**config.mk**
```make
export PLATFORM = sky130hd
export DESIGN_NAME = hp_divider
export DESIGN_NICKNAME = d
export VERILOG_FILES = /design/src/rtl/hp_fp_pkg.sv /design/src/rtl/hp_div_step.sv /design/src/rtl/hp_divider.sv
export SDC_FILE = /design/constraint.sdc
export NUM_CORES = 1
export LEC_CHECK = 0
export CAP_MARGIN = 20
export CORE_MARGIN = 1.5
export CORE_UTILIZATION = 35
export CTS_CLUSTER_DIAMETER = 100
export DETAILED_ROUTE_END_ITERATION = 10
export SLEW_MARGIN = 20
export SYNTH_ARGS = -nofsm -noshare
export SYNTH_HDL_FRONTEND = slang
export SYNTH_SLANG_ARGS = --single-unit
```
**constraint.sdc**
```tcl
create_clock -name clk -period 5 [get_ports clk]
set_input_delay 0.5 -clock clk [delete_from_list [all_inputs] [get_ports clk]]
set_output_delay 0.5 -clock clk [all_outputs]
set_load 0.005 [all_outputs]
```
**src/rtl/hp_fp_pkg.sv**
```systemverilog
// Shared half-precision field layout, exception codes and divider FSM states.
// Imported by the divider top and its restoring-step datapath.
package hp_fp_pkg;

  localparam int EXP_W = 5;
  localparam int MAN_W = 10;
  localparam int BIAS  = 15;
  localparam int HP_W  = 1 + EXP_W + MAN_W;

  // Significand with hidden bit, partial remainder with two guard bits, quotient with one extra integer bit.
  localparam int SIG_W     = MAN_W + 1;
  localparam int REM_W     = SIG_W + 2;
  localparam int QUO_W     = SIG_W + 1;
  localparam int DIV_STEPS = QUO_W;

  localparam logic [1:0] EXC_NONE = 2'b00;
  localparam logic [1:0] EXC_OVF  = 2'b01;
  localparam logic [1:0] EXC_UNF  = 2'b10;
  localparam logic [1:0] EXC_DIVZ = 2'b11;

  typedef enum logic [1:0] {
    IDLE = 2'd0,
    DIV  = 2'd1,
    NORM = 2'd2
  } state_t;

  function automatic logic get_sign(input logic [HP_W-1:0] x);
    return x[HP_W-1];
  endfunction

  function automatic logic [EXP_W-1:0] get_exp(input logic [HP_W-1:0] x);
    return x[EXP_W+MAN_W-1:MAN_W];
  endfunction

  function automatic logic [MAN_W-1:0] get_man(input logic [HP_W-1:0] x);
    return x[MAN_W-1:0];
  endfunction

  // Subnormals are flushed, so a zero exponent alone marks a zero operand.
  function automatic logic is_zero(input logic [HP_W-1:0] x);
    return (get_exp(x) == '0);
  endfunction

endpackage

```
**src/rtl/hp_div_step.sv**
```systemverilog
// One radix-2 restoring division step: conditional subtract, then shift the
// partial remainder left for the next quotient bit.
module hp_div_step
  import hp_fp_pkg::*;
(
  input  logic [REM_W-1:0] r,
  input  logic [SIG_W-1:0] d,
  output logic [REM_W-1:0] r_next,
  output logic             qbit
);

  logic [REM_W-1:0] d_ext;
  logic [REM_W-1:0] diff;

  assign d_ext  = {2'b00, d};
  assign qbit   = (r >= d_ext);
  assign diff   = qbit ? (r - d_ext) : r;
  assign r_next = diff << 1;

endmodule

```
**src/rtl/hp_divider.sv**
```systemverilog
// Sequential half-precision divider: quotient = A / B, one quotient bit per
// clock, truncating, with start/done handshake.
//
// state | meaning
// IDLE  | waiting for start; operands captured and classified on start
// DIV   | 12 restoring steps, one quotient bit per cycle
// NORM  | normalise, range-check exponent, register result, pulse done
module hp_divider
  import hp_fp_pkg::*;
(
  input  logic            clk,
  input  logic            rst_n,
  input  logic            start,
  input  logic [HP_W-1:0] A,
  input  logic [HP_W-1:0] B,
  output logic            busy,
  output logic            done,
  output logic [HP_W-1:0] quotient,
  output logic [1:0]      exceptions
);

  localparam logic signed [7:0] BIAS_S = 8'(BIAS);
  localparam logic [3:0]        LAST_STEP = 4'(DIV_STEPS - 1);

  state_t           state_q, state_d;
  logic [REM_W-1:0] r_q, r_d;
  logic [SIG_W-1:0] d_q, d_d;
  logic [QUO_W-1:0] q_q, q_d;
  logic [3:0]       count_q, count_d;
  logic [EXP_W-1:0] exp_a_q, exp_a_d, exp_b_q, exp_b_d;
  logic             sign_q, sign_d;
  logic             divz_q, divz_d;
  logic             zero_q, zero_d;
  logic             done_d;
  logic [HP_W-1:0]  quotient_d;
  logic [1:0]       exceptions_d;

  logic [REM_W-1:0] r_step;
  logic             qbit;
  logic signed [7:0] e_calc;
  logic [MAN_W-1:0] man_norm;

  hp_div_step u_step (
    .r      (r_q),
    .d      (d_q),
    .r_next (r_step),
    .qbit   (qbit)
  );

  // A quotient below 1.0 leaves its leading one at q[10], costing one exponent.
  always_comb begin
    e_calc   = $signed({3'b000, exp_a_q}) - $signed({3'b000, exp_b_q}) + BIAS_S
             - (q_q[QUO_W-1] ? 8'sd0 : 8'sd1);
    man_norm = q_q[QUO_W-1] ? q_q[MAN_W:1] : q_q[MAN_W-1:0];
  end

  always_comb begin
    state_d      = state_q;
    r_d          = r_q;
    d_d          = d_q;
    q_d          = q_q;
    count_d      = count_q;
    exp_a_d      = exp_a_q;
    exp_b_d      = exp_b_q;
    sign_d       = sign_q;
    divz_d       = divz_q;
    zero_d       = zero_q;
    done_d       = 1'b0;
    quotient_d   = quotient;
    exceptions_d = exceptions;

    unique case (state_q)
      IDLE: begin
        if (start) begin
          sign_d  = get_sign(A) ^ get_sign(B);
          exp_a_d = get_exp(A);
          exp_b_d = get_exp(B);
          divz_d  = is_zero(B);
          zero_d  = is_zero(A) && !is_zero(B);
          r_d     = {2'b00, 1'b1, get_man(A)};
          d_d     = {1'b1, get_man(B)};
          q_d     = '0;
          count_d = '0;
          state_d = (is_zero(A) || is_zero(B)) ? NORM : DIV;
        end
      end
      DIV: begin
        r_d     = r_step;
        q_d     = {q_q[QUO_W-2:0], qbit};
        count_d = count_q + 4'd1;
        if (count_q == LAST_STEP) state_d = NORM;
      end
      NORM: begin
        done_d  = 1'b1;
        state_d = IDLE;
        if (divz_q) begin
          exceptions_d = EXC_DIVZ;
          quotient_d   = '0;
        end else if (zero_q) begin
          exceptions_d = EXC_NONE;
          quotient_d   = {sign_q, {(HP_W-1){1'b0}}};
        end else if (e_calc > 8'sd30) begin
          exceptions_d = EXC_OVF;
          quotient_d   = '0;
        end else if (e_calc < 8'sd1) begin
          exceptions_d = EXC_UNF;
          quotient_d   = '0;
        end else begin
          exceptions_d = EXC_NONE;
          quotient_d   = {sign_q, e_calc[EXP_W-1:0], man_norm};
        end
      end
      default: state_d = IDLE;
    endcase
  end

  always_ff @(posedge clk or negedge rst_n) begin
    if (!rst_n) begin
      state_q    <= IDLE;
      r_q        <= '0;
      d_q        <= '0;
      q_q        <= '0;
      count_q    <= '0;
      exp_a_q    <= '0;
      exp_b_q    <= '0;
      sign_q     <= 1'b0;
      divz_q     <= 1'b0;
      zero_q     <= 1'b0;
      done       <= 1'b0;
      quotient   <= '0;
      exceptions <= EXC_NONE;
    end else begin
      state_q    <= state_d;
      r_q        <= r_d;
      d_q        <= d_d;
      q_q        <= q_d;
      count_q    <= count_d;
      exp_a_q    <= exp_a_d;
      exp_b_q    <= exp_b_d;
      sign_q     <= sign_d;
      divz_q     <= divz_d;
      zero_q     <= zero_d;
      done       <= done_d;
      quotient   <= quotient_d;
      exceptions <= exceptions_d;
    end
  end

  assign busy = (state_q != IDLE);

endmodule

```
Word level (Yosys, flattened, before mapping)
Index checks and enable logic that the tools add are counted.
Widths: inputs -> output; s select.
{"block": "op_classes", "n_eq_ne": 5, "muxes": 22, "reduce_logical": 11, "n_bitwise": 1, "magnitude_cmp": 3, "addsub": 5}
{"operator": "$mux 16", "count": 4}
{"operator": "$pmux 13 s2", "count": 1}
{"operator": "$mux 12", "count": 2}
{"operator": "$pmux 12 s2", "count": 1}
{"operator": "$mux 2", "count": 7}
{"operator": "$ge 13x11->1", "count": 1}
{"operator": "$mux 13", "count": 1}
{"operator": "$sub 12x11->12", "count": 1}
{"operator": "$logic_not 5->1", "count": 2}
{"operator": "$mux 10", "count": 1}
{"operator": "$gt 8x6->1 const B", "count": 1}
{"operator": "$lt 8x2->1 const B", "count": 1}
{"operator": "$pmux 4 s2", "count": 1}
{"operator": "$sub 7x2->8", "count": 1}
{"operator": "$add 6x5->7 const B", "count": 1}
{"operator": "$reduce_and 2->1", "count": 3}
{"operator": "$sub 5x5->6", "count": 1}
{"operator": "$add 4x1->4 const B", "count": 1}
{"operator": "$eq 4x4->1 const B", "count": 1}
{"operator": "$mux 4", "count": 1}
{"operator": "$ne 2x2->1 const B", "count": 2}
{"operator": "$pmux 2 s2", "count": 1}
{"operator": "$reduce_bool 2->1", "count": 2}
{"operator": "$eq 2x1->1 const B", "count": 1}
{"operator": "other kinds (7)", "count": 8}
{"block": "word_totals", "ff_bits": 74, "word_cells": 60, "input_bits": 35, "out_inout_bits": 20}

Longest topological paths before layout
Gate-level depths: netlist of run 1.
{"block": "depth", "word_depth": 8, "depth_mapped": 16, "mapped_depth_nobuf": 15}

Cells and area by module
From an unflattened synthesis of run 1, not the netlist that was laid out.
{"block": "hier_totals", "cells_unflattened": 457, "area_unflattened_um2": 4307.9}
{"mod": "hp_divider", "seq_area_each_um2": 1851.8, "instances": 1, "area_each_um2": 3608.5, "cells_each": 353}
{"mod": "hp_div_step", "seq_area_each_um2": 0.0, "instances": 1, "area_each_um2": 699.4, "cells_each": 104}

Worst setup path before layout of run 1
Ideal clock, no wire load.
{"block": "synth_path", "kind": "register -> register", "start": "register exp_a_q[0]", "end": "register exceptions[1]", "setup_ps": 82, "setup_slack_ps": 1971, "path_stages_with_launch": 15, "synth_period_minus_slack_ps": 3029, "arrival_time_ps": 2947, "t_required_ps": 4918, "path_buffers": 0, "cell_sequence": "dfrtp_1 > inv_1 > ha_1 > inv_1 > fa_1 > inv_1 > ha_1 > fa_1 > xor2_1 > nor4_1 > o21ai_0 > mux2i_1 > o21bai_1 > o21bai_1 > a31oi_1"}
{"block": "synth_via", "elab_chain_cells": 8, "word_cells_on_any_way": 9, "cone_classes": "3 x add/sub; 2 x order compare; 4 x mux"}
{"item": "start, declared", "line_no": "hp_divider.sv:30", "source": "logic [EXP_W-1:0] exp_a_q, exp_a_d, exp_b_q, exp_b_d;"}
{"item": "start signal, assigned", "line_no": "hp_divider.sv:138", "source": "exp_a_q <= exp_a_d;"}
{"item": "$sub 5x5->6 (*)", "line_no": "hp_divider.sv:52", "source": "e_calc = $signed({3'b000, exp_a_q}) - $signed({3'b000, exp_b_q}) + BIAS_S"}
{"item": "$add 6x5->7 (*)", "line_no": "hp_divider.sv:52"}
{"item": "$sub 7x2->8 (*)", "line_no": "hp_divider.sv:53", "source": "- (q_q[QUO_W-1] ? 8'sd0 : 8'sd1);"}
{"item": "$lt 8x2->1", "line_no": "hp_divider.sv:105", "source": "end else if (e_calc < 8'sd1) begin"}
{"item": "$mux 2", "line_no": "hp_divider.sv:105"}
{"item": "$mux 2 (*)", "line_no": "hp_divider.sv:102", "source": "end else if (e_calc > 8'sd30) begin"}
{"item": "$mux 2 (*)", "line_no": "hp_divider.sv:99", "source": "end else if (zero_q) begin"}
{"item": "$mux 2 (*)", "line_no": "hp_divider.sv:96", "source": "if (divz_q) begin"}
{"item": "end signal, assigned", "line_no": "hp_divider.sv:145", "source": "exceptions <= exceptions_d;"}
{"item": "end, declared", "line_no": "hp_divider.sv:19", "source": "output logic [1:0] exceptions"}
Mark *: on every way between the ends. The rest lies on a longest branch, timed or not.
A chain may end at the register's enable or synchronous reset.

Worst setup path after layout of run 1
{"block": "layout_path", "start": "register exp_a_q[0]", "end": "register quotient[0]"}
{"block": "layout_via", "elab_chain_cells": 8, "word_cells_on_any_way": 9, "cone_classes": "3 x add/sub; 2 x order compare; 4 x mux"}
{"item": "$sub 5x5->6 (*)", "line_no": "hp_divider.sv:52"}
{"item": "$add 6x5->7 (*)", "line_no": "hp_divider.sv:52"}
{"item": "$sub 7x2->8 (*)", "line_no": "hp_divider.sv:53"}
{"item": "$lt 8x2->1", "line_no": "hp_divider.sv:105"}
{"item": "$mux 16", "line_no": "hp_divider.sv:105"}
{"item": "$mux 16 (*)", "line_no": "hp_divider.sv:102"}
{"item": "$mux 16 (*)", "line_no": "hp_divider.sv:99"}
{"item": "$mux 16 (*)", "line_no": "hp_divider.sv:96"}
{"item": "end signal, assigned", "line_no": "hp_divider.sv:144", "source": "quotient <= quotient_d;"}
{"item": "end, declared", "line_no": "hp_divider.sv:18", "source": "output logic [HP_W-1:0] quotient,"}
Marks and branches as above.

==> results of run 1 <==
==> critical path, delay by kind of cell (launching register included) <==
kind	cells	cell delay (ps)
AOI/OAI and AO/OA	2	280
xor gates and xnor gates	1	190
adders and majority gates	4	1330
buffers and inverters	3	180
DFF	1	360
muxes	1	330
and+or+nand+nor	3	650
==> cell usage after synthesis, drive strengths merged, types with 2 or more instances <==
cell / number / area [um2]
mux2: 3 / 33.8
nand2: 69 / 259
dfrtp: 74 / 1850
nor3: 5 / 25.0
mux2i: 19 / 190
a21o: 5 / 37.5
a21oi: 23 / 115
o22ai: 6 / 37.5
fa: 3 / 60.1
nor2: 14 / 52.6
buf: 3 / 27.5
a31oi: 2 / 12.5
clkbuf: 15 / 56.3
ha: 22 / 275
nand2b: 3 / 18.8
nor4: 3 / 33.8
inv: 35 / 131
xnor2: 7 / 76.3
nand3: 11 / 65.1
and2: 3 / 18.8
xor2: 7 / 61.3
o31ai: 4 / 35.0
or2: 3 / 18.8
nor2b: 4 / 25.0
and3: 2 / 12.5
o21ai: 48 / 278
o21bai: 2 / 15.0
a22o: 12 / 105
==> worst max-delay path by stage <==
stage                           from            end  slack, ps  depth (start not counted)
after floorplan           exp_a_q[0]  exceptions[1]       1970                         14
after global placement    exp_a_q[0]    quotient[0]       1670                         14
after detailed placement  exp_a_q[0]    quotient[0]       1570                         14
after CTS                 exp_a_q[0]    quotient[0]       1550                         14
after global routing      exp_a_q[0]    quotient[2]       1220                         14
final                     exp_a_q[0]    quotient[0]       1540                         14
==> cells by family (layout without fill, tap and decap cells) <==
logic type	after synthesis	after routing	share of synthesized area [%]
adder cells (fa/ha/maj)	25	25	8.24
AO/OA/AOI/OAI	112	112	17.8
XOR/XNOR	15	15	3.93
flip-flops	74	74	45.5
AND/OR/NAND/NOR	121	121	13.8
multiplexers	22	22	5.50
buffers and inverters	53	107	5.29
==> registers in the layout, indices dropped and copies added, names as in the netlist <==
signal / cells
state_q: 2
exp_a_q: 5
d_q: 11
exceptions: 2
q_q: 12
quotient: 16
divz_q: 1
sign_q: 1
count_q: 4
done: 1
exp_b_q: 5
zero_q: 1
r_q: 13
==> per-layer routing <==
layer | vias up | track usage, % | wire length [um]
li1 | 1561 | - | -
met1 | 1485 | 21.2 | 4410
met2 | 69 | 23.5 | 3910
met3 | 2 | 2.52 | 353
met4 | 0 | 3.85 | 29
met5 | - | 0 | 0
==> per-stage QoR <==
stage                     setup slack [ps]  util [%]
after CTS                             1550      44.4
after floorplan                       1970         -
after global placement                1670      41.6
after detailed placement              1570      41.6
after global routing                  1220      44.4
final                                 1540      44.4
==> cell type report <==
type                       instances  area share [%]
clock buffer                       9            4.46
sequential                        74            36.7
timing repair buffer              56            10.9
tap                              143            3.55
multi-input combinational        295            39.9
clock inverter                     7            1.86
inverter                          35            2.60
==> run_results.csv, run 1 <==
group,metric,value,unit
sta,hold_viol,0,
synth,syn_nets,482,
synth,syn_inst,422,
cts,clockBufferDepth,2,
cells_and_area,multi_input_area,2010,um2
synth,synth_async_sr_flop_share,100,%
detailed_routing,firstDrtPassIters,4,
critical_path,setup.worst_path.class,"flop to flop",
sta,timing.hold.ws,371,ps
sta,fin_crit_sh,69.3,%
global_routing,overflow,0,
critical_path,slowest_delay,540,ps
cts,post_cts_resized,0,
floorplan,rows,39,
cells_and_area,area_growth,23.9,%
critical_path,critPathCaptureType,"flop",
synth,synthesis.area,4070,um2
global_routing,grt_start_max_net_pins,75,
critical_path,cpMostUsedCell,"inv_1",
floorplan,die_area,12300,um2
critical_path,slowest_stage,"fa_1",
placed_design,port_buffers,54,
synth,yosysSeqAreaShare,45.5,%
cells_and_area,fin_nets,531,
cts,cts_tree,"done",
detailed_routing,drc_errors,0,
cts,numCtsBuffers,9,
placed_design,dp.cells,603,
synth,syn_avg_cell_area,9.65,um2
critical_path,crit_fanout,14,
critical_path,cp_data_arrival_time,3650,ps
global_routing,antenna_found_initial,0,
synth,yosysWarningCount,0,
placed_design,place_hpwl,6230,um
critical_path,startpoint_type,"flop",
global_routing,grt_pass1_vias,3070,
floorplan,io_pins,55,
critical_path,reg2regPathDepth,14,
synth,synth_edf_count,0,
sta,fin_crit,3460,ps
synth,synth-seq-cells,74,
placed_design,postPlaceCellArea,4730,um2
global_routing,grt_pass1_wl,15000,um
outcome,run_status,"complete, no violations",
sta,setup_viol,0,
critical_path,cp.required,5190,ps
synth,synth_cell_types,51,
critical_path,cp_cell_sequence,"inv_1, ha_1, inv_1, fa_1, inv_1, ha_1, fa_1, xor2_1, nor4_1, o21ai_0, mux2i_1, nor4_4, nand3_2, o21ai_0",
cells_and_area,mostFrequentLayoutCells,"dfrtp_1, nand2_1, clkdlybuf4s50_1, o21ai_0, inv_1",
floorplan,initial_utilization,35.8,%
critical_path,r2r-end,"quotient[0]",
detailed_routing,drt-wirelength-per-cell,14.1,um
detailed_routing,vias_per_cell,5.04,
critical_path,reg2reg_slack,1540,ps
cells_and_area,fin_cells,619,
cts,numClockSinks,74,
detailed_routing,routed_wl,8710,um
cts,path_clk_slew,60,ps
floorplan,die_y,111,um
cts,cts_hold_buf,0,
cts,cts_root_buf,"clkbuf_16",
global_routing,grt_usage,14.9,%
sta,rsz0062_at_grt,"false",
cts,postCtsSetupBuffers,0,
synth,synthFlopType,"dfrtp_1",
hold_path,hold_path_class,"primary input to asynchronous set/reset pin",
sta,finClkSkew,7.14,ps
detailed_routing,first_iter_violations,95,
sta,worstMarginPinSlew,931,ps
critical_path,rr_startpoint,"exp_a_q[0]",
cells_and_area,fill_cells,1107,
sta,final_max_slew_viol_count,0,
cells_and_area,drive_above_1_share,9.24,%
sta,maxSlewHeadroom,37.0,%
cts,htree_levels,3,
sta,max_freq,0.289,GHz
cells_and_area,final_common_cell,"dfrtp_1",
placed_design,place_congestion,0.894,
floorplan,die_w,111,um
detailed_routing,ant_nets,0,
cells_and_area,diodes,0,
run,maxCapViolations,0,
cts,clk_latency,330,ps
cells_and_area,area.sequential,1850,um2
floorplan,core,11400,um2
cells_and_area,stdcell_area,5050,um2
detailed_routing,via_count,3117,
sta,setup_tns,0,ps
Power of run 1 is left out: the tool's default activity adds up to more than one toggle a clock period on the data nets, which glitch-free logic cannot reach.
==> run 2: changes to the inputs <==
==> constraint.sdc (replaced) <==
create_clock -name clk -period 3.5 [get_ports clk]
set_input_delay 0.35 -clock clk [delete_from_list [all_inputs] [get_ports clk]]
set_output_delay 0.35 -clock clk [all_outputs]
set_load 0.005 [all_outputs]
==> run_results.csv, run 2 (synthesis gave the netlist of run 1 again) <==
group,metric,value,unit
outcome,run_status,"complete, no violations",
cts,clockBufferDepth,2,
sta,setup_tns,0,ps
cells_and_area,finalCoreUtilization,44.6,%
global_routing,grt_start_max_net_pins,75,
cts,htree_levels,3,
detailed_routing,first_iter_violations,102,
critical_path,cp.required,3700,ps
sta,fin_crit_sh,94.2,%
cells_and_area,max_flop_register,"quotient",
cts,numClockSinks,74,
sta,setup_viol,0,
detailed_routing,via_count,3141,
sta,final_max_slew_viol_count,0,
detailed_routing,vias_per_cell,5.05,
sta,maxSlewHeadroom,36.7,%
cells_and_area,fill_cells,1102,
global_routing,grt_pass1_wl,14800,um
hold_path,hold_path_class,"primary input to asynchronous set/reset pin",
detailed_routing,ant_nets,0,
cts,clk_latency,330,ps
critical_path,rr_startpoint,"exp_a_q[0]",
critical_path,startpoint_type,"flop",
cts,cts_root_buf,"clkbuf_16",
cts,postCtsSetupBuffers,0,
run,maxCapViolations,0,
cells_and_area,largest_reg_flops,16,
critical_path,worstSetupStartpoint,"exp_a_q[0]",
cells_and_area,final_common_cell,"dfrtp_1",
detailed_routing,firstDrtPassIters,6,
placed_design,port_buffers,54,
detailed_routing,routed_wl,8520,um
global_routing,grt_pass1_vias,3061,
cells_and_area,diodes,0,
floorplan,die_y,111,um
cells_and_area,mostFrequentLayoutCells,"dfrtp_1, nand2_1, clkdlybuf4s50_1, o21ai_0, inv_1",
critical_path,r2r-end,"quotient[0]",
sta,fin_crit,3300,ps
critical_path,crit_fanout,14,
floorplan,initial_utilization,35.8,%
sta,max_freq,0.303,GHz
global_routing,grt_usage,14.8,%
critical_path,reg2reg_slack,200,ps
global_routing,antenna_found_initial,0,
critical_path,reg2regPathDepth,14,
cts,path_clk_slew,70,ps
floorplan,rows,39,
detailed_routing,drc_errors,0,
cts,post_cts_resized,0,
placed_design,place_hpwl,6180,um
sta,hold_viol,0,
critical_path,setup.worst_path.class,"flop to flop",
cells_and_area,drive_above_1_share,9.81,%
critical_path,critPathCaptureType,"flop",
sta,finClkSkew,12.5,ps
cells_and_area,fin_nets,534,
sta,timing.hold.ws,204,ps
sta,worstMarginPinSlew,949,ps
placed_design,place_congestion,0.877,
sta,rsz0062_at_grt,"false",
floorplan,core,11400,um2
floorplan,die_area,12300,um2
cells_and_area,area_growth,24.5,%
cts,cts_hold_buf,0,
global_routing,overflow,0,
cells_and_area,largestRegisters,"quotient: 16 flops, r_q: 13 flops, q_q: 12 flops",
floorplan,die_w,111,um
floorplan,io_pins,55,
detailed_routing,drt-wirelength-per-cell,13.7,um
cts,cts_tree,"done",
critical_path,cp_data_arrival_time,3500,ps
cts,numCtsBuffers,9,
run 2: metal layers:
layer | up-vias | global-route usage (%) | wire length (um)
li1 | 1578 | - | -
met1 | 1493 | 20.5 | 4350
met2 | 63 | 22.7 | 3780
met3 | 7 | 3.99 | 323
met4 | 0 | 4.62 | 75
met5 | - | 0 | 0
run 2: stage by stage:
stage	std cells	setup WS, ps	cell area, um2
3_5_place_dp	606	91.6	4750
3_3_place_gp	606	197	4750
2_1_floorplan	422	471	4070
5_1_grt	622	4.25	5070
6_report	622	201	5070
4_1_cts	622	81.0	5050
run 2: worst max path at each step:
stage                     slack [ps]             to  depth (start not counted)
after floorplan                  470  exceptions[1]                         14
after global placement           200    quotient[3]                         14
after detailed placement          90    quotient[0]                         14
after CTS                         80    quotient[0]                         14
after global routing               4    quotient[0]                         14
final                            200    quotient[0]                         14
run 2: layout make-up:
type / instances / area [um2] / area share [%]
multi-input combinational: 295 / 2020 / 39.9
sequential: 74 / 1850 / 36.5
timing repair buffer: 59 / 573 / 11.3
clock buffer: 9 / 225 / 4.44
tap: 143 / 179 / 3.53
inverter: 35 / 131 / 2.59
clock inverter: 7 / 83.8 / 1.65
run 2: worst max-delay path, cell delays in order, from the launching register on:
cell and delay (ps):
dfrtp_1 350, inv_1 80, ha_1 160, inv_1 60, fa_1 550, inv_1 60, ha_1 220, fa_1 410
xor2_1 190, nor4_1 220, o21ai_0 120, mux2i_1 310, nor4_4 80, nand3_4 240, o21ai_0 130
Power of run 2 is left out for the same reason.
==> run 3: changes to the inputs <==
--- a/config.mk
+++ b/config.mk
@@ -6,10 +6,13 @@
 export NUM_CORES = 1
 export LEC_CHECK = 0
 export CAP_MARGIN = 20
+export CELL_PAD_IN_SITES_DETAIL_PLACEMENT = 2
+export CELL_PAD_IN_SITES_GLOBAL_PLACEMENT = 2
 export CORE_MARGIN = 1.5
-export CORE_UTILIZATION = 35
+export CORE_UTILIZATION = 26
 export CTS_CLUSTER_DIAMETER = 100
 export DETAILED_ROUTE_END_ITERATION = 10
+export PLACE_DENSITY_LB_ADDON = 0.1
 export SLEW_MARGIN = 20
 export SYNTH_ARGS = -nofsm -noshare
 export SYNTH_HDL_FRONTEND = slang
==> run_results.csv, run 3 (synthesis gave the netlist of run 1 again) <==
group,metric,value,unit
critical_path,reg2reg_slack,140,ps
cts,htree_levels,3,
sta,fin_crit_sh,96.1,%
detailed_routing,firstDrtPassIters,4,
sta,max_freq,0.297,GHz
critical_path,rr_startpoint,"exp_a_q[0]",
floorplan,die_y,128,um
cts,cts_hold_buf,0,
detailed_routing,via_count,3275,
detailed_routing,routed_wl,11500,um
detailed_routing,vias_per_cell,4.68,
placed_design,place_hpwl,8410,um
run,maxCapViolations,0,
cts,clk_latency,350,ps
global_routing,grt_usage,15.1,%
cts,cts_root_buf,"clkbuf_16",
cts,numClockSinks,74,
cells_and_area,area.sequential,1850,um2
floorplan,io_pins,55,
cts,path_clk_slew,70,ps
critical_path,worstSetupStartpoint,"exp_a_q[0]",
cells_and_area,area_growth,30.1,%
cts,cts_tree,"done",
sta,finClkSkew,7.19,ps
detailed_routing,ant_nets,0,
sta,final_max_slew_viol_count,0,
cells_and_area,fill_cells,1695,
detailed_routing,drt-wirelength-per-cell,16.4,um
cts,clockBufferDepth,2,
cells_and_area,multi_input_area,2080,um2
sta,maxSlewHeadroom,39.6,%
sta,setup_tns,0,ps
cells_and_area,largest_reg_flops,16,
critical_path,crit_fanout,7,
placed_design,port_buffers,54,
sta,worstMarginPinSlew,904,ps
sta,setup_viol,0,
floorplan,initial_utilization,26.7,%
critical_path,startpoint_type,"flop",
cells_and_area,mostFrequentLayoutCells,"dfrtp_1, nand2_1, clkdlybuf4s50_1, o21ai_0, inv_1",
hold_path,hold_path_class,"primary input to asynchronous set/reset pin",
global_routing,grt_pass1_wl,19100,um
placed_design,place_congestion,0.731,
outcome,run_status,"complete, no violations",
floorplan,die_w,128,um
floorplan,die_area,16400,um2
sta,hold_viol,0,
floorplan,core,15300,um2
global_routing,overflow,0,
detailed_routing,first_iter_violations,67,
detailed_routing,drc_errors,0,
cells_and_area,max_flop_register,"quotient",
critical_path,critPathCaptureType,"flop",
cells_and_area,final_common_cell,"dfrtp_1",
global_routing,grt_pass1_vias,3599,
cells_and_area,largestRegisters,"quotient: 16 flops, r_q: 13 flops, q_q: 12 flops",
floorplan,rows,45,
global_routing,antenna_found_initial,0,
critical_path,cp_data_arrival_time,3650,ps
cells_and_area,diodes,0,
cells_and_area,drive_above_1_share,13.9,%
cells_and_area,fin_nets,544,
cts,numCtsBuffers,9,
sta,fin_crit,3360,ps
critical_path,cp.required,3780,ps
global_routing,grt_start_max_net_pins,44,
critical_path,setup.worst_path.class,"flop to flop",
run 3: layer usage:
metal,track usage [%],wire length (um),up-vias
met1,19.9,5590,1638
li1,-,-,1574
met3,3.92,340,13
met2,24.4,5400,50
met5,0,0,-
met4,4.56,140,0
run 3: cell type report:
| type | count | area share, % |
|---|---|---|
| Multi-Input combinational cell | 295 | 39.2 |
| Timing Repair Buffer | 69 | 12.5 |
| Clock inverter | 6 | 1.37 |
| Sequential cell | 74 | 34.9 |
| Tap cell | 211 | 4.98 |
| Clock buffer | 10 | 4.51 |
| Inverter | 35 | 2.48 |
run 3: what timing repair did:
item                                    CTS  global route
pin swaps                                 0            10
resized for setup                         1            17
buffers inserted                          0             7
endpoints found under the setup margin   12            18
run 3: worst paths after layout:
path | end | cells after the start
max in group asynchronous | r_q[7] | 2
max reg2reg | quotient[4] | 15
min in group clk | d_q[10] | 2
min | sign_q | 2
min reg2reg | d_q[10] | 2
max | quotient[4] | 15
run 3: worst max-delay path, cell delays in order, from the launching register on:
cell     delay [ps]
dfrtp_1         380
inv_2            80
ha_4            140
inv_1            50
fa_2            390
xor2_2          240
inv_1           140
fa_2            440
xor2_2          180
nor4_2           80
o21ai_1         170
mux2i_2         130
nor4_4          390
nand3_4         180
buf_12          180
o21ai_2         120
run 3: stage by stage:
stage | instances | worst slack, ps | hold slack, ps | cell area (um2) | util, %
after floorplan | 422 | 471 | 54.4 | 4070 | -
after global placement | 677 | 106 | 416 | 4850 | 31.8
after detailed placement | 677 | -92.4 | 431 | 4850 | 31.8
after CTS | 693 | 16.4 | 49.9 | 5170 | 33.9
after global routing | 700 | -67.8 | 73.6 | 5300 | 34.7
final | 700 | 137 | 36.2 | 5300 | 34.7
Power of run 3 is left out for the same reason.
